--- src/rtl/video_timing_pkg.sv ---
// Shared 640x480@60 raster constants and small helpers for the timing generator
// and the graphics blocks that consume its pixel coordinates.
package video_timing_pkg;

    localparam int H_ACTIVE = 640;
    localparam int H_FP     = 16;
    localparam int H_SYNC   = 96;
    localparam int H_BP     = 48;
    localparam int H_TOTAL  = H_ACTIVE + H_FP + H_SYNC + H_BP;

    localparam int V_ACTIVE = 480;
    localparam int V_FP     = 10;
    localparam int V_SYNC   = 2;
    localparam int V_BP     = 33;
    localparam int V_TOTAL  = V_ACTIVE + V_FP + V_SYNC + V_BP;

    localparam int REFR_ROW = V_ACTIVE + 1;
    localparam int MAX_X    = H_ACTIVE;
    localparam int MAX_Y    = V_ACTIVE;

    localparam int CNT_W    = 10;
    localparam int DIV_W    = 4;
    localparam int CNT_MAX  = 1 << CNT_W;

    typedef struct packed {
        logic de;
        logic hsync;
        logic vsync;
    } sync_bus_t;

    function automatic bit fits_counter(input int total);
        return (total >= 1) && (total <= CNT_MAX);
    endfunction

    // Window bounds are one bit wider so a sync that ends exactly at 1024 still decodes.
    function automatic logic sync_level(input logic [CNT_W-1:0] cnt,
                                        input logic [CNT_W:0]   start,
                                        input logic [CNT_W:0]   stop,
                                        input logic             pol);
        logic in_win;
        in_win = ({1'b0, cnt} >= start) && ({1'b0, cnt} < stop);
        return in_win ? pol : ~pol;
    endfunction

endpackage

--- src/rtl/sync_delay_line.sv ---
// DLY-deep shift register with a per-bit reset value; DLY=0 collapses to a wire.
module sync_delay_line #(
    parameter int             DLY     = 1,
    parameter int             W       = 3,
    parameter logic [W-1:0]   RST_VAL = '0
) (
    input  logic         clk,
    input  logic         reset,
    input  logic [W-1:0] din,
    output logic [W-1:0] dout
);

    if (DLY == 0) begin : g_pass
        assign dout = din;
    end else begin : g_shift
        logic [W-1:0] stage [DLY];

        always_ff @(posedge clk) begin
            if (!reset) begin
                for (int i = 0; i < DLY; i++) begin
                    stage[i] <= RST_VAL;
                end
            end else begin
                stage[0] <= din;
                for (int i = 1; i < DLY; i++) begin
                    stage[i] <= stage[i-1];
                end
            end
        end

        assign dout = stage[DLY-1];
    end

endmodule

--- src/rtl/video_timing_gen.sv ---
// Raster timing generator: pixel divider, h/v counters, registered coordinate and
// sync decode, frame refresh tick, and a delayed sync/DE path for downstream colour.
module video_timing_gen #(
    parameter int   H_ACTIVE = video_timing_pkg::H_ACTIVE,
    parameter int   H_FP     = video_timing_pkg::H_FP,
    parameter int   H_SYNC   = video_timing_pkg::H_SYNC,
    parameter int   H_BP     = video_timing_pkg::H_BP,
    parameter int   V_ACTIVE = video_timing_pkg::V_ACTIVE,
    parameter int   V_FP     = video_timing_pkg::V_FP,
    parameter int   V_SYNC   = video_timing_pkg::V_SYNC,
    parameter int   V_BP     = video_timing_pkg::V_BP,
    parameter logic HS_POL   = 1'b0,
    parameter logic VS_POL   = 1'b0,
    parameter int   PIX_DIV  = 1,
    parameter int   SYNC_DLY = 1
) (
    input  logic       clk,
    input  logic       reset,
    output logic       p_tick,
    output logic [9:0] pix_x,
    output logic [9:0] pix_y,
    output logic       video_on,
    output logic       refr_tick,
    output logic       hsync,
    output logic       vsync,
    output logic       de,
    output logic       hsync_d,
    output logic       vsync_d
);

    import video_timing_pkg::*;

    localparam int H_TOT = H_ACTIVE + H_FP + H_SYNC + H_BP;
    localparam int V_TOT = V_ACTIVE + V_FP + V_SYNC + V_BP;

    if (!fits_counter(H_TOT) || !fits_counter(V_TOT)) begin : g_bad_total
        $error("video_timing_gen: H_TOTAL and V_TOTAL must each be at most 1024");
    end
    if (PIX_DIV < 1 || PIX_DIV > 16) begin : g_bad_div
        $error("video_timing_gen: PIX_DIV must be in 1..16");
    end
    if (SYNC_DLY < 0 || SYNC_DLY > 7) begin : g_bad_dly
        $error("video_timing_gen: SYNC_DLY must be in 0..7");
    end

    localparam logic [DIV_W-1:0] DIV_LAST  = DIV_W'(PIX_DIV - 1);
    localparam logic [CNT_W-1:0] H_LAST    = CNT_W'(H_TOT - 1);
    localparam logic [CNT_W-1:0] V_LAST    = CNT_W'(V_TOT - 1);
    localparam logic [CNT_W-1:0] H_VIS     = CNT_W'(H_ACTIVE);
    localparam logic [CNT_W-1:0] V_VIS     = CNT_W'(V_ACTIVE);
    localparam logic [CNT_W-1:0] REFR_PREV = CNT_W'(V_ACTIVE);
    localparam logic [CNT_W:0]   HS_START  = (CNT_W+1)'(H_ACTIVE + H_FP);
    localparam logic [CNT_W:0]   HS_STOP   = (CNT_W+1)'(H_ACTIVE + H_FP + H_SYNC);
    localparam logic [CNT_W:0]   VS_START  = (CNT_W+1)'(V_ACTIVE + V_FP);
    localparam logic [CNT_W:0]   VS_STOP   = (CNT_W+1)'(V_ACTIVE + V_FP + V_SYNC);

    logic [DIV_W-1:0] div_cnt;
    logic [CNT_W-1:0] h_cnt;
    logic [CNT_W-1:0] v_cnt;
    logic             tick;
    logic             line_end;

    // Tick is gated by reset so it reads low while reset is held, even with PIX_DIV=1.
    assign tick     = reset && (div_cnt == DIV_LAST);
    assign line_end = (h_cnt == H_LAST);
    assign p_tick   = tick;

    always_ff @(posedge clk) begin
        if (!reset) begin
            div_cnt <= '0;
        end else if (div_cnt == DIV_LAST) begin
            div_cnt <= '0;
        end else begin
            div_cnt <= div_cnt + DIV_W'(1);
        end
    end

    always_ff @(posedge clk) begin
        if (!reset) begin
            h_cnt <= '0;
            v_cnt <= '0;
        end else if (tick) begin
            if (line_end) begin
                h_cnt <= '0;
                v_cnt <= (v_cnt == V_LAST) ? '0 : v_cnt + CNT_W'(1);
            end else begin
                h_cnt <= h_cnt + CNT_W'(1);
            end
        end
    end

    // Registered view of the counters; refr_tick lands in the cycle the counters reach
    // (0, V_ACTIVE+1), so the coordinates show that row one clk later.
    always_ff @(posedge clk) begin
        if (!reset) begin
            pix_x     <= '0;
            pix_y     <= '0;
            video_on  <= 1'b0;
            hsync     <= ~HS_POL;
            vsync     <= ~VS_POL;
            refr_tick <= 1'b0;
        end else begin
            pix_x     <= h_cnt;
            pix_y     <= v_cnt;
            video_on  <= (h_cnt < H_VIS) && (v_cnt < V_VIS);
            hsync     <= sync_level(h_cnt, HS_START, HS_STOP, HS_POL);
            vsync     <= sync_level(v_cnt, VS_START, VS_STOP, VS_POL);
            refr_tick <= tick && line_end && (v_cnt == REFR_PREV);
        end
    end

    sync_bus_t sync_now;
    sync_bus_t sync_late;

    assign sync_now = '{de: video_on, hsync: hsync, vsync: vsync};

    sync_delay_line #(
        .DLY     (SYNC_DLY),
        .W       ($bits(sync_bus_t)),
        .RST_VAL ({1'b0, ~HS_POL, ~VS_POL})
    ) u_sync_delay (
        .clk   (clk),
        .reset (reset),
        .din   (sync_now),
        .dout  (sync_late)
    );

    assign de      = sync_late.de;
    assign hsync_d = sync_late.hsync;
    assign vsync_d = sync_late.vsync;

endmodule

--- config.mk ---
export PLATFORM = sky130hd
export DESIGN_NAME = video_timing_gen
export DESIGN_NICKNAME = d
export VERILOG_FILES = /design/src/rtl/video_timing_pkg.sv /design/src/rtl/sync_delay_line.sv /design/src/rtl/video_timing_gen.sv
export SDC_FILE = /design/constraint.sdc
export NUM_CORES = 1
export LEC_CHECK = 0
export BUFFER_PORTS_ARGS = -buffer_cell sky130_fd_sc_hd__clkbuf_2
export CAP_MARGIN = 30
export CORE_MARGIN = 10
export CORE_UTILIZATION = 40
export DETAILED_ROUTE_END_ITERATION = 8
export GPL_TIMING_DRIVEN = 0
export PLACE_DENSITY = 0.67
export SYNTH_ARGS = -nofsm -noshare
export SYNTH_HDL_FRONTEND = slang
export SYNTH_SLANG_ARGS = --single-unit
--- constraint.sdc ---
create_clock -name clk -period 1.51 [get_ports clk]
set_input_delay 0.151 -clock clk [delete_from_list [all_inputs] [get_ports clk]]
set_output_delay 0.151 -clock clk [all_outputs]
set_load 0.05 [all_outputs]
==> run_results.csv <==
group,metric,value,unit
clock_network,cts.reportedPaths.clkPinSlew,0.09,ns
pwr,vdd_drop_max,0.405,mV
clock_network,cts_hold_buffers,0,
floorplanning,io_pins,30,
pwr,sequentialPowerShare,55.7,%
routing,wl_per_cell,14.2,um
floorplanning,die_area,0.00835,mm^2
critical_path,cp_max_fo,7,
status,status,"finished with violations",
yosys,yosysUniqueCellTypes,41,
routing,drtIter0Drc,53,
sta,worstMarginPinSlew,0.518,ns
global_routing,grt_start_max_net_pins,16,
final_layout,n_antenna_cell,0,
sta,slew_violations,0,
pwr,p_per_area,916,mW/mm^2
yosys,yosysWarnings,0,
routing,drc,0,
global_routing,overflow,0,
clock_network,clockRootBuffer,"clkbuf_8",
critical_path,startpoint_type,"register",
global_routing,grt_pass1_vias,1494,
pwr,leakagePower,1.03,nW
floorplanning,placement_rows,25,
routing,vias,1553,
routing,wl_met1,1810,um
yosys,syn_area_per_cell,10.1,um^2
clock_network,cts_tree,"yes",
routing,met3_length,226,um
yosys,synth_ff_type,"dfxtp_1",
clock_network,cts.htree.levels,2,
min_path,hold_start,"reset",
min_path,hold_depth,2,
sta,rsz0062_at_grt,"true",
yosys,synthCells,202,
status,violations,"setup timing",
pwr,switching_share,21.0,%
routing,dr_wl_met2,2310,um
sta,tns,-1.55,ns
critical_path,endpoint_kind,"register",
critical_path,reg2regPathDepth,5,
clock_network,clock_path_buffers,2,
sta,fmax,592,MHz
pwr,pwr-share-clk,38.7,%
final_layout,final_cell_mix,"dfxtp_1 (41), clkbuf_2 (27), and2_1 (26), nand2_1 (10)",
critical_path,r2r_setup_slack,-0.18,ns
routing,wl,4410,um
min_path,hold_path.class,"in2reg",
clock_network,insertion_delay,0.30,ns
yosys,synth-edff-count,0,
sta,hold_viol_final,0,
critical_path,required,1.75,ns
placed_design,placed_cell_area,0.00232,mm^2
critical_path,worst_ep_arrival_time,1.93,ns
placed_design,dp_hpwl,2970,um
clock_network,clkSinkCount,51,
final_layout,layout-drive-gt1-share,37.3,%
global_routing,grt_usage,10.6,%
sta,finalClockSkew,0.00419,ns
yosys,synthesis.nets,210,
clock_network,cts_buffers,5,
min_path,min_to,"u_sync_delay.g_shift.stage[0][1]",
final_layout,fin_util,55.8,%
final_layout,nNetsFinal,251,
final_layout,nFillCells,434,
final_layout,area_growth_syn_to_layout,31.9,%
routing,routed_via_density,4.99,
routing,dr.pass1.iters,4,
global_routing,antenna_found_initial,0,
floorplanning,coreArea,0.00482,mm^2
yosys,ys_ff_latch,51,
critical_path,reg2reg_from,"h_cnt[6]",
routing,postRouteAntennaNets,0,
critical_path,reg2reg_to,"v_cnt[2]",
pwr,total_power,2.47,mW
floorplanning,die_x,91.4,um
run,drv_cap,0,
yosys,async_flop_share,0,%
pwr,power.internal,1.95,mW
critical_path,worstSetupPathType,"reg2reg",
sta,slew_headroom,65.5,%
routing,routed.top_layer,"met4",
sta,setup_slack,-0.179,ns
global_routing,grt_first_pass_wirelength,7300,um
sta,fin_crit_sh,112,%
final_layout,layout_commonest_cell,"dfxtp_1",
placed_design,routabilityCongestion,0.740,
final_layout,stdcell_area,0.00269,mm^2
floorplanning,start_util,42.3,%
sta,finalCriticalPeriod,1.69,ns
sta,setup-violations-final,18,
yosys,synth-seq-area-share,50.1,%
pwr,combPwrFrac,5.6,%
floorplanning,die_h,91.4,um
placed_design,io_buffer_count,28,
yosys,syn_area,0.00204,mm^2
pwr,p_switching,0.519,mW
[final cells by class]
| class | instances | area, um^2 | area share [%] |
|---|---|---|---|
| Multi-Input combinational cell | 134 | 1100 | 41.1 |
| Sequential cell | 51 | 1040 | 38.5 |
| Timing Repair Buffer | 35 | 239 | 8.88 |
| Tap cell | 67 | 83.8 | 3.12 |
| Clock buffer | 6 | 82.6 | 3.07 |
| Buffer | 8 | 78.8 | 2.93 |
| Clock inverter | 2 | 35.0 | 1.30 |
| Inverter | 8 | 30.0 | 1.12 |
[metrics by stage]
step                hold WS (ns)  cells  worst slack, ns
global placement           0.370    297           -0.200
floorplan                  0.348    202          -0.0591
CTS                       0.0624    310           -0.151
detailed placement         0.370    297           -0.200
finish                    0.0701    311           -0.179
global route              0.0540    311           -0.247
[flip-flops by register name, indices dropped and copies added (netlist names)]
signal                      count
hsync                           1
v_cnt                          10
pix_y                          10
u_sync_delay.g_shift.stage      3
vsync                           1
pix_x                          10
div_cnt                         4
refr_tick                       1
video_on                        1
h_cnt                          10
[cell families (layout without fill, tap and decap cells)]
group                    count (synthesis)  after routing  synth area share (%)
AND/OR/NAND/NOR                         93             93                  28.7
flip-flops                              51             51                  50.1
AO/OA/AOI/OAI                           27             27                  9.08
buffers and inverters                   17             59                  5.03
XOR/XNOR                                 8              8                  3.44
adder cells (fa/ha/maj)                  6              6                  3.68
[per-layer routing]
layer,GRT usage [%],vias up
li1,-,779
met1,11.4,737
met2,18.1,29
met3,4.03,8
met4,4.18,0
met5,0,-
[what timing repair did]
action | 4_1_cts | 5_1_grt
gates resized for setup | 18 | 28
pin swaps | 10 | 9
setup buffers | 5 | 0
endpoints found under the setup margin | 16 | 20
gates cloned | 1 | 1
[how the worst max path moves through the flow]
stage | from | end | slack [ns]
global route | div_cnt[1] | v_cnt[2] | -0.25
global placement | h_cnt[7] | v_cnt[7] | -0.20
floorplan | div_cnt[1] | h_cnt[9] | -0.06
CTS | div_cnt[1] | v_cnt[7] | -0.15
detailed placement | h_cnt[7] | v_cnt[4] | -0.20
finish | h_cnt[6] | v_cnt[2] | -0.18
[Yosys cell counts (6+ instances only)]
master / number / area share [%]
inv_1: 8 / 1.5
ha_1: 6 / 3.7
nand3_1: 11 / 2.7
nor2_1: 8 / 1.5
dfxtp_1: 51 / 50
and2_1: 26 / 8.0
a21oi_1: 7 / 1.7
nand2_1: 11 / 2.0
o21ai_0: 6 / 1.5
[power by group through the flow]
stage / registers (mW) / clock network [mW] / logic (mW)
global placement: 1.40 / 0 / 0.118
CTS: 1.37 / 0.986 / 0.133
detailed placement: 1.40 / 0 / 0.120
floorplan: 1.43 / 0 / 0.0646
finish: 1.37 / 0.954 / 0.139
global route: 1.38 / 1.05 / 0.152
[worst max-delay path, cell delays in order (launching register included)]
cell	delay, ns
dfxtp_1	0.41
nor4b_4	0.35
nand4_4	0.20
buf_6	0.19
or3_4	0.37
a21oi_2	0.12
(Power assumes the default switching activity.)
